[src/rtl/gshare_predictor_pkg.sv]
// Shared types, opcode encodings and predictor FSM state encodings for the gshare direction predictor.
package gshare_predictor_pkg;

    typedef logic [31:0] addr_t;
    typedef logic [31:0] inst_t;
    typedef logic [31:0] data_t;

    localparam int OPC_MSB = 6;
    localparam int OPC_LSB = 0;

    localparam logic [OPC_MSB:OPC_LSB] OPCODE_JAL = 7'b1101111;
    localparam logic [OPC_MSB:OPC_LSB] OPCODE_BR  = 7'b1100011;

    typedef enum logic {
        BP_ST_INIT = 1'b0,
        BP_ST_RUN  = 1'b1
    } bp_state_e;

endpackage

[src/rtl/gshare_predictor_sat_counter_next.sv]
// Saturating up/down counter next-value logic; purely combinational, clamps at 0 and all-ones.
module sat_counter_next #(
    parameter int CNT_W = 2
) (
    input  logic [CNT_W-1:0] cur_i,
    input  logic             inc_i,
    output logic [CNT_W-1:0] next_o
);

    localparam logic [CNT_W-1:0] CNT_MAX = '1;

    always_comb begin
        next_o = cur_i;
        if (inc_i) begin
            if (cur_i != CNT_MAX) next_o = cur_i + CNT_W'(1);
        end else begin
            if (cur_i != '0) next_o = cur_i - CNT_W'(1);
        end
    end

endmodule

[src/rtl/gshare_predictor.sv]
// gshare IF-stage direction predictor: same-cycle prediction, GHR checkpointing, commit-time training.
// Optional commit statistics counters are built when PREDICTOR_STATS_EN is defined.
module gshare_predictor
    import gshare_predictor_pkg::*;
#(
    parameter int IDX_W   = 8,
    parameter int CNT_W   = 2,
    parameter int GHR_LEN = 6
) (
    input  logic               clk,
    input  logic               rst_n,
    input  logic               query_valid,
    input  addr_t              query_pc,
    input  inst_t              query_inst,
    output logic               predicted_jump,
    output data_t              predicted_imm,
    output logic [GHR_LEN-1:0] predicted_ghr,
    output logic               ready,
    input  logic               ena_from_rob,
    input  logic               taken_from_rob,
    input  logic               mispredict_from_rob,
    input  addr_t              pc_from_rob,
    input  logic [GHR_LEN-1:0] ghr_from_rob,
    output data_t              stat_branches,
    output data_t              stat_mispredicts
);

    localparam int               DEPTH   = 2 ** IDX_W;
    localparam logic [CNT_W-1:0] CNT_WNT = CNT_W'((1 << (CNT_W - 1)) - 1);

    bp_state_e          state_q;
    logic               ready_q;
    logic [IDX_W-1:0]   init_idx_q;
    logic [GHR_LEN-1:0] ghr_q, ghr_d;
    logic [CNT_W-1:0]   cnt_tbl_q [DEPTH];

    logic [OPC_MSB:OPC_LSB] opcode;
    logic                   is_jal, is_br;
    logic [IDX_W-1:0]       q_idx, u_idx;
    logic [CNT_W-1:0]       cnt_nxt;
    data_t                  imm_j, imm_b;

    // Only the word-index bits of the PCs feed the hash.
    logic unused_pc_bits;
    assign unused_pc_bits = ^{query_pc[31:IDX_W+2], query_pc[1:0],
                              pc_from_rob[31:IDX_W+2], pc_from_rob[1:0]};

    function automatic logic [GHR_LEN-1:0] ghr_push(input logic [GHR_LEN-1:0] h, input logic b);
        logic [GHR_LEN:0] t;
        t = {h, b};
        return t[GHR_LEN-1:0];
    endfunction

    assign opcode = query_inst[OPC_MSB:OPC_LSB];
    assign is_jal = (opcode == OPCODE_JAL);
    assign is_br  = (opcode == OPCODE_BR);

    assign q_idx = query_pc[IDX_W+1:2]    ^ IDX_W'(ghr_q);
    assign u_idx = pc_from_rob[IDX_W+1:2] ^ IDX_W'(ghr_from_rob);

    assign imm_j = {{12{query_inst[31]}}, query_inst[19:12], query_inst[20],
                    query_inst[30:21], 1'b0};
    assign imm_b = {{20{query_inst[31]}}, query_inst[7], query_inst[30:25],
                    query_inst[11:8], 1'b0};

    // Table read is the pre-update value, so a same-cycle commit to this index is not visible yet.
    assign predicted_jump = is_jal | (is_br & ready_q & cnt_tbl_q[q_idx][CNT_W-1]);
    assign predicted_imm  = is_jal ? imm_j : imm_b;
    assign predicted_ghr  = ghr_q;
    assign ready          = ready_q;

    sat_counter_next #(.CNT_W(CNT_W)) u_sat (
        .cur_i  (cnt_tbl_q[u_idx]),
        .inc_i  (taken_from_rob),
        .next_o (cnt_nxt)
    );

    // Recovery from the ROB beats the speculative shift: that query is on the wrong path.
    always_comb begin
        ghr_d = ghr_q;
        if (ena_from_rob && mispredict_from_rob)
            ghr_d = ghr_push(ghr_from_rob, taken_from_rob);
        else if (query_valid && is_br)
            ghr_d = ghr_push(ghr_q, predicted_jump);
    end

    always_ff @(posedge clk or negedge rst_n) begin
        if (!rst_n) begin
            state_q    <= BP_ST_INIT;
            ready_q    <= 1'b0;
            init_idx_q <= '0;
            ghr_q      <= '0;
        end else begin
            case (state_q)
                BP_ST_INIT: begin
                    init_idx_q <= init_idx_q + 1'b1;
                    if (init_idx_q == '1) begin
                        state_q <= BP_ST_RUN;
                        ready_q <= 1'b1;
                    end
                end
                BP_ST_RUN: ghr_q <= ghr_d;
                default: begin
                    state_q <= BP_ST_INIT;
                    ready_q <= 1'b0;
                end
            endcase
        end
    end

    always_ff @(posedge clk) begin
        if (!ready_q)
            cnt_tbl_q[init_idx_q] <= CNT_WNT;
        else if (ena_from_rob)
            cnt_tbl_q[u_idx] <= cnt_nxt;
    end

`ifdef PREDICTOR_STATS_EN
    data_t stat_br_q, stat_mp_q;

    always_ff @(posedge clk or negedge rst_n) begin
        if (!rst_n) begin
            stat_br_q <= '0;
            stat_mp_q <= '0;
        end else if (ready_q && ena_from_rob) begin
            if (stat_br_q != '1) stat_br_q <= stat_br_q + 32'd1;
            if (mispredict_from_rob && (stat_mp_q != '1)) stat_mp_q <= stat_mp_q + 32'd1;
        end
    end

    assign stat_branches    = stat_br_q;
    assign stat_mispredicts = stat_mp_q;
`else
    assign stat_branches    = 32'h0;
    assign stat_mispredicts = 32'h0;
`endif

endmodule

[config.mk]
export PLATFORM = sky130hd
export DESIGN_NAME = gshare_predictor
export DESIGN_NICKNAME = d
export VERILOG_FILES = /design/src/rtl/gshare_predictor_pkg.sv /design/src/rtl/gshare_predictor_sat_counter_next.sv /design/src/rtl/gshare_predictor.sv
export SDC_FILE = /design/constraint.sdc
export NUM_CORES = 1
export LEC_CHECK = 0
export CORE_MARGIN = 1.5
export CORE_UTILIZATION = 63
export DETAILED_ROUTE_END_ITERATION = 8
export PLACE_DENSITY = 0.83
export SETUP_SLACK_MARGIN = 0.2
export SLEW_MARGIN = 20
export SYNTH_ARGS = -nofsm -noshare
export SYNTH_HDL_FRONTEND = slang
export SYNTH_HIERARCHICAL = 1
export SYNTH_SLANG_ARGS = --single-unit
export TNS_END_PERCENT = 1
[constraint.sdc]
create_clock -name clk -period 13.94 [get_ports clk]
set_input_delay 1.394 -clock clk [delete_from_list [all_inputs] [get_ports clk]]
set_output_delay 1.394 -clock clk [all_outputs]
set_load 0.02 [all_outputs]
==> results.toml <==
[outcome]
status = "complete, no violations"

[grt]
gr-usage-met2 = 0.526
grt_max_degree = 112
antenna_found_initial = 0
first_global_vias = 14942
use_met3 = 0.0810
grt_pass1_wl_mm = 94.3
busiest_layer = "met2"
grt-ovfl-total = 0
use_met1 = 0.407
grt_usage = 0.325

[synthesis]
synth_top_cell_by_area = "edfxtp_1"
synth_cell_types = 55
synth_top_area_share = 0.622
synth-simple-area-share = 0.0648
synth_fa_ha_area_frac = 0.00142
avgSynthCellArea_um2 = 16.8
synth-main-ff-cell = "edfxtp_1"
synth_edf_count = 512
synth_area_leaders = "edfxtp_1, mux4_2, nor2_1, buf_4, dfrtp_1"
synthMuxAreaShare = 0.219
synth_top_family_by_area = "multiplexers"
synth_area_mm2 = 0.0247
synth_seq_cells = 528
synthCells = 1469
yosys_warnings = 6
synthXorXnorAreaFrac = 0.0106
synth_compound_area_frac = 0.0214
synth-async-reset-ratio = 0.0303
ys_seq_area_frac = 0.638

[critical_path]
crit_path_start_kind = "input port"
cp_slowest_stage_delay_ns = 0.95
cp.required_ns = 14.16
timing.rr.start = "cnt_tbl_q[141][0]"
r2r-end = "cnt_tbl_q[150][0]"
reg2reg_depth = 10
crit_path_top_delay_cell = "clkdlybuf4s50_1"
endpoint_kind = "flop"
path_delay_family = "buffers and inverters"
crit_top_cell = "buf_4"
crit_fanout = 109
startpoint = "ghr_from_rob[0]"
r2r_slack_ns = 8.63
critPathKind = "in2reg"
worst-endpoint-arrival_ns = 8.68
crit_chain = "clkdlybuf4s50_1 > xnor2_2 > buf_4 > buf_4 > mux4_2 > mux4_2 > mux4_2 > a22oi_1 > nand3_1 > inv_1 > maj3_2 > nand2b_4 > buf_4 > buf_4"
critPathBufInv = 6

[route]
vias_per_cell = 6.94
wire_per_inst_um = 30.8
wirelength_mm = 64.2
antenna_left = 0
via_count = 14508
drtIter0Drc = 2085
drc_errors = 0
first_pass_iters = 7

[floorplanning]
dieHeight_um = 201
start_util = 0.640
num_rows = 72
dieArea_mm2 = 0.0404
die_x_um = 201
io_pins = 212
core_region_area_mm2 = 0.0386

[timing]
fin_setup_tns_ns = 0
fin_crit_ns = 8.46
slew_violations = 0
rsz0062_at_grt = "false"
setup_ws_ns = 5.48
finalSetupViolCount = 0
slew_headroom = 0.169
worst_slew_pin_slew_ns = 1.24
whs_ns = 0.591
fmax_mhz = 118
fin_crit_sh = 0.607
finClkSkew_ns = 0.0261
hold_violations = 0

[clocking]
cts_inserted_buffers = 52
root_buffer = "clkbuf_16"
clkTransAtPathRegs_ns = 0.06
tritoncts = "yes"
ctsHoldBuffers = 0
cts_resized = 0
clockBufferDepth = 3
clkSinkCount = 528
cts_setup_buffers = 0
cts_htree_levels = 2
clock_latency_ns = 0.58

[min_path]
min_to = "init_idx_q[2]"
holdPathStages = 1
min_from = "init_idx_q[2]"
min_path_type = "reg2reg"

[power]
power.density_mw_per_mm2 = 121
p_total_mw = 3.32
leakage_nw = 8.34
ir_worst_vdd_mv = 0.0944

[cells_and_area]
layout_commonest_cell = "edfxtp_1"
layout-drive-gt1-share = 0.233
nets = 1643
postLayoutCellArea_mm2 = 0.0275
area_growth_pct = 11.2
final_cell_mix = "edfxtp_1, nor2_1, mux4_2, clkdlybuf4s50_1, conb_1"
num_antenna_cells = 0

[place]
portBuffers = 86
hpwlAfterDp_mm = 39.0
gp_congestion = 0.924
place_area_mm2 = 0.0258
pre_cts_slack_ns = 4.99

[run]
cap_violations = 0
sequential cells by signal (all words and copies together), names as in the netlist:
register,cells
cnt_tbl_q,512
init_idx_q,8
predicted_ghr,6
ready,1
state_q,1
per-stage QoR:
step / utilization / cells
after floorplan: - / 1533
after global placement: 0.668 / 1998
after detailed placement: 0.668 / 1998
after CTS: 0.711 / 2089
after global routing: 0.712 / 2089
final: 0.712 / 2089
area by class of cell:
type / instances / area [µm²]
Clock buffer: 69 / 1450
Multi-Input combinational cell: 822 / 8200
Inverter: 3 / 11.3
Tap cell: 518 / 648
Fill cell: 2291 / 11100
Timing Repair Buffer: 127 / 1180
Clock inverter: 22 / 238
Sequential cell: 528 / 15800
kinds of logic (layout without fill, tap and decap cells):
family | Yosys count | in the layout
compound gates | 74 | 74
xor+xnor | 27 | 27
fa+ha+maj | 3 | 3
buf+inv | 183 | 221
flops | 528 | 528
mux | 257 | 257
other cells | 1 | 65
simple gates | 396 | 396
how the worst max path moves through the flow:
stage	slack, ns	cells after the start	end
after floorplan	5.64	11	cnt_tbl_q[0][0]
after global placement	5.26	14	cnt_tbl_q[156][0]
after detailed placement	4.99	14	cnt_tbl_q[156][0]
after CTS	5.48	14	cnt_tbl_q[173][0]
after global routing	5.02	14	cnt_tbl_q[173][0]
final	5.48	14	cnt_tbl_q[150][0]
report_power, final:
group	internal, mW	switching, mW	total (mW)	leakage, nW
Sequential	1.71	0	1.71	4.70
Clock	0.816	0.577	1.39	0.816
Combinational	0.0820	0.130	0.212	2.82
Total	2.61	0.707	3.32	8.34
per-layer routing:
metal,share of wire,vias up
li1,-,5790
met5,0,-
met2,0.49,1119
met1,0.32,7341
met4,0.063,0
met3,0.13,258
synthesized netlist by cell type, types with 7 or more instances:
| cell | number |
|---|---|
| a21o_1 | 8 |
| a21oi_1 | 11 |
| a22oi_1 | 8 |
| buf_2 | 14 |
| buf_4 | 91 |
| clkbuf_1 | 62 |
| dfrtp_1 | 16 |
| edfxtp_1 | 512 |
| mux2i_1 | 25 |
| mux4_2 | 226 |
| nand2_1 | 61 |
| nand3_1 | 24 |
| nor2_1 | 280 |
| o22ai_1 | 9 |
| o31ai_1 | 7 |
| xnor2_1 | 15 |
| xor2_1 | 10 |
Note: power is estimated with default switching activity, not from simulation.
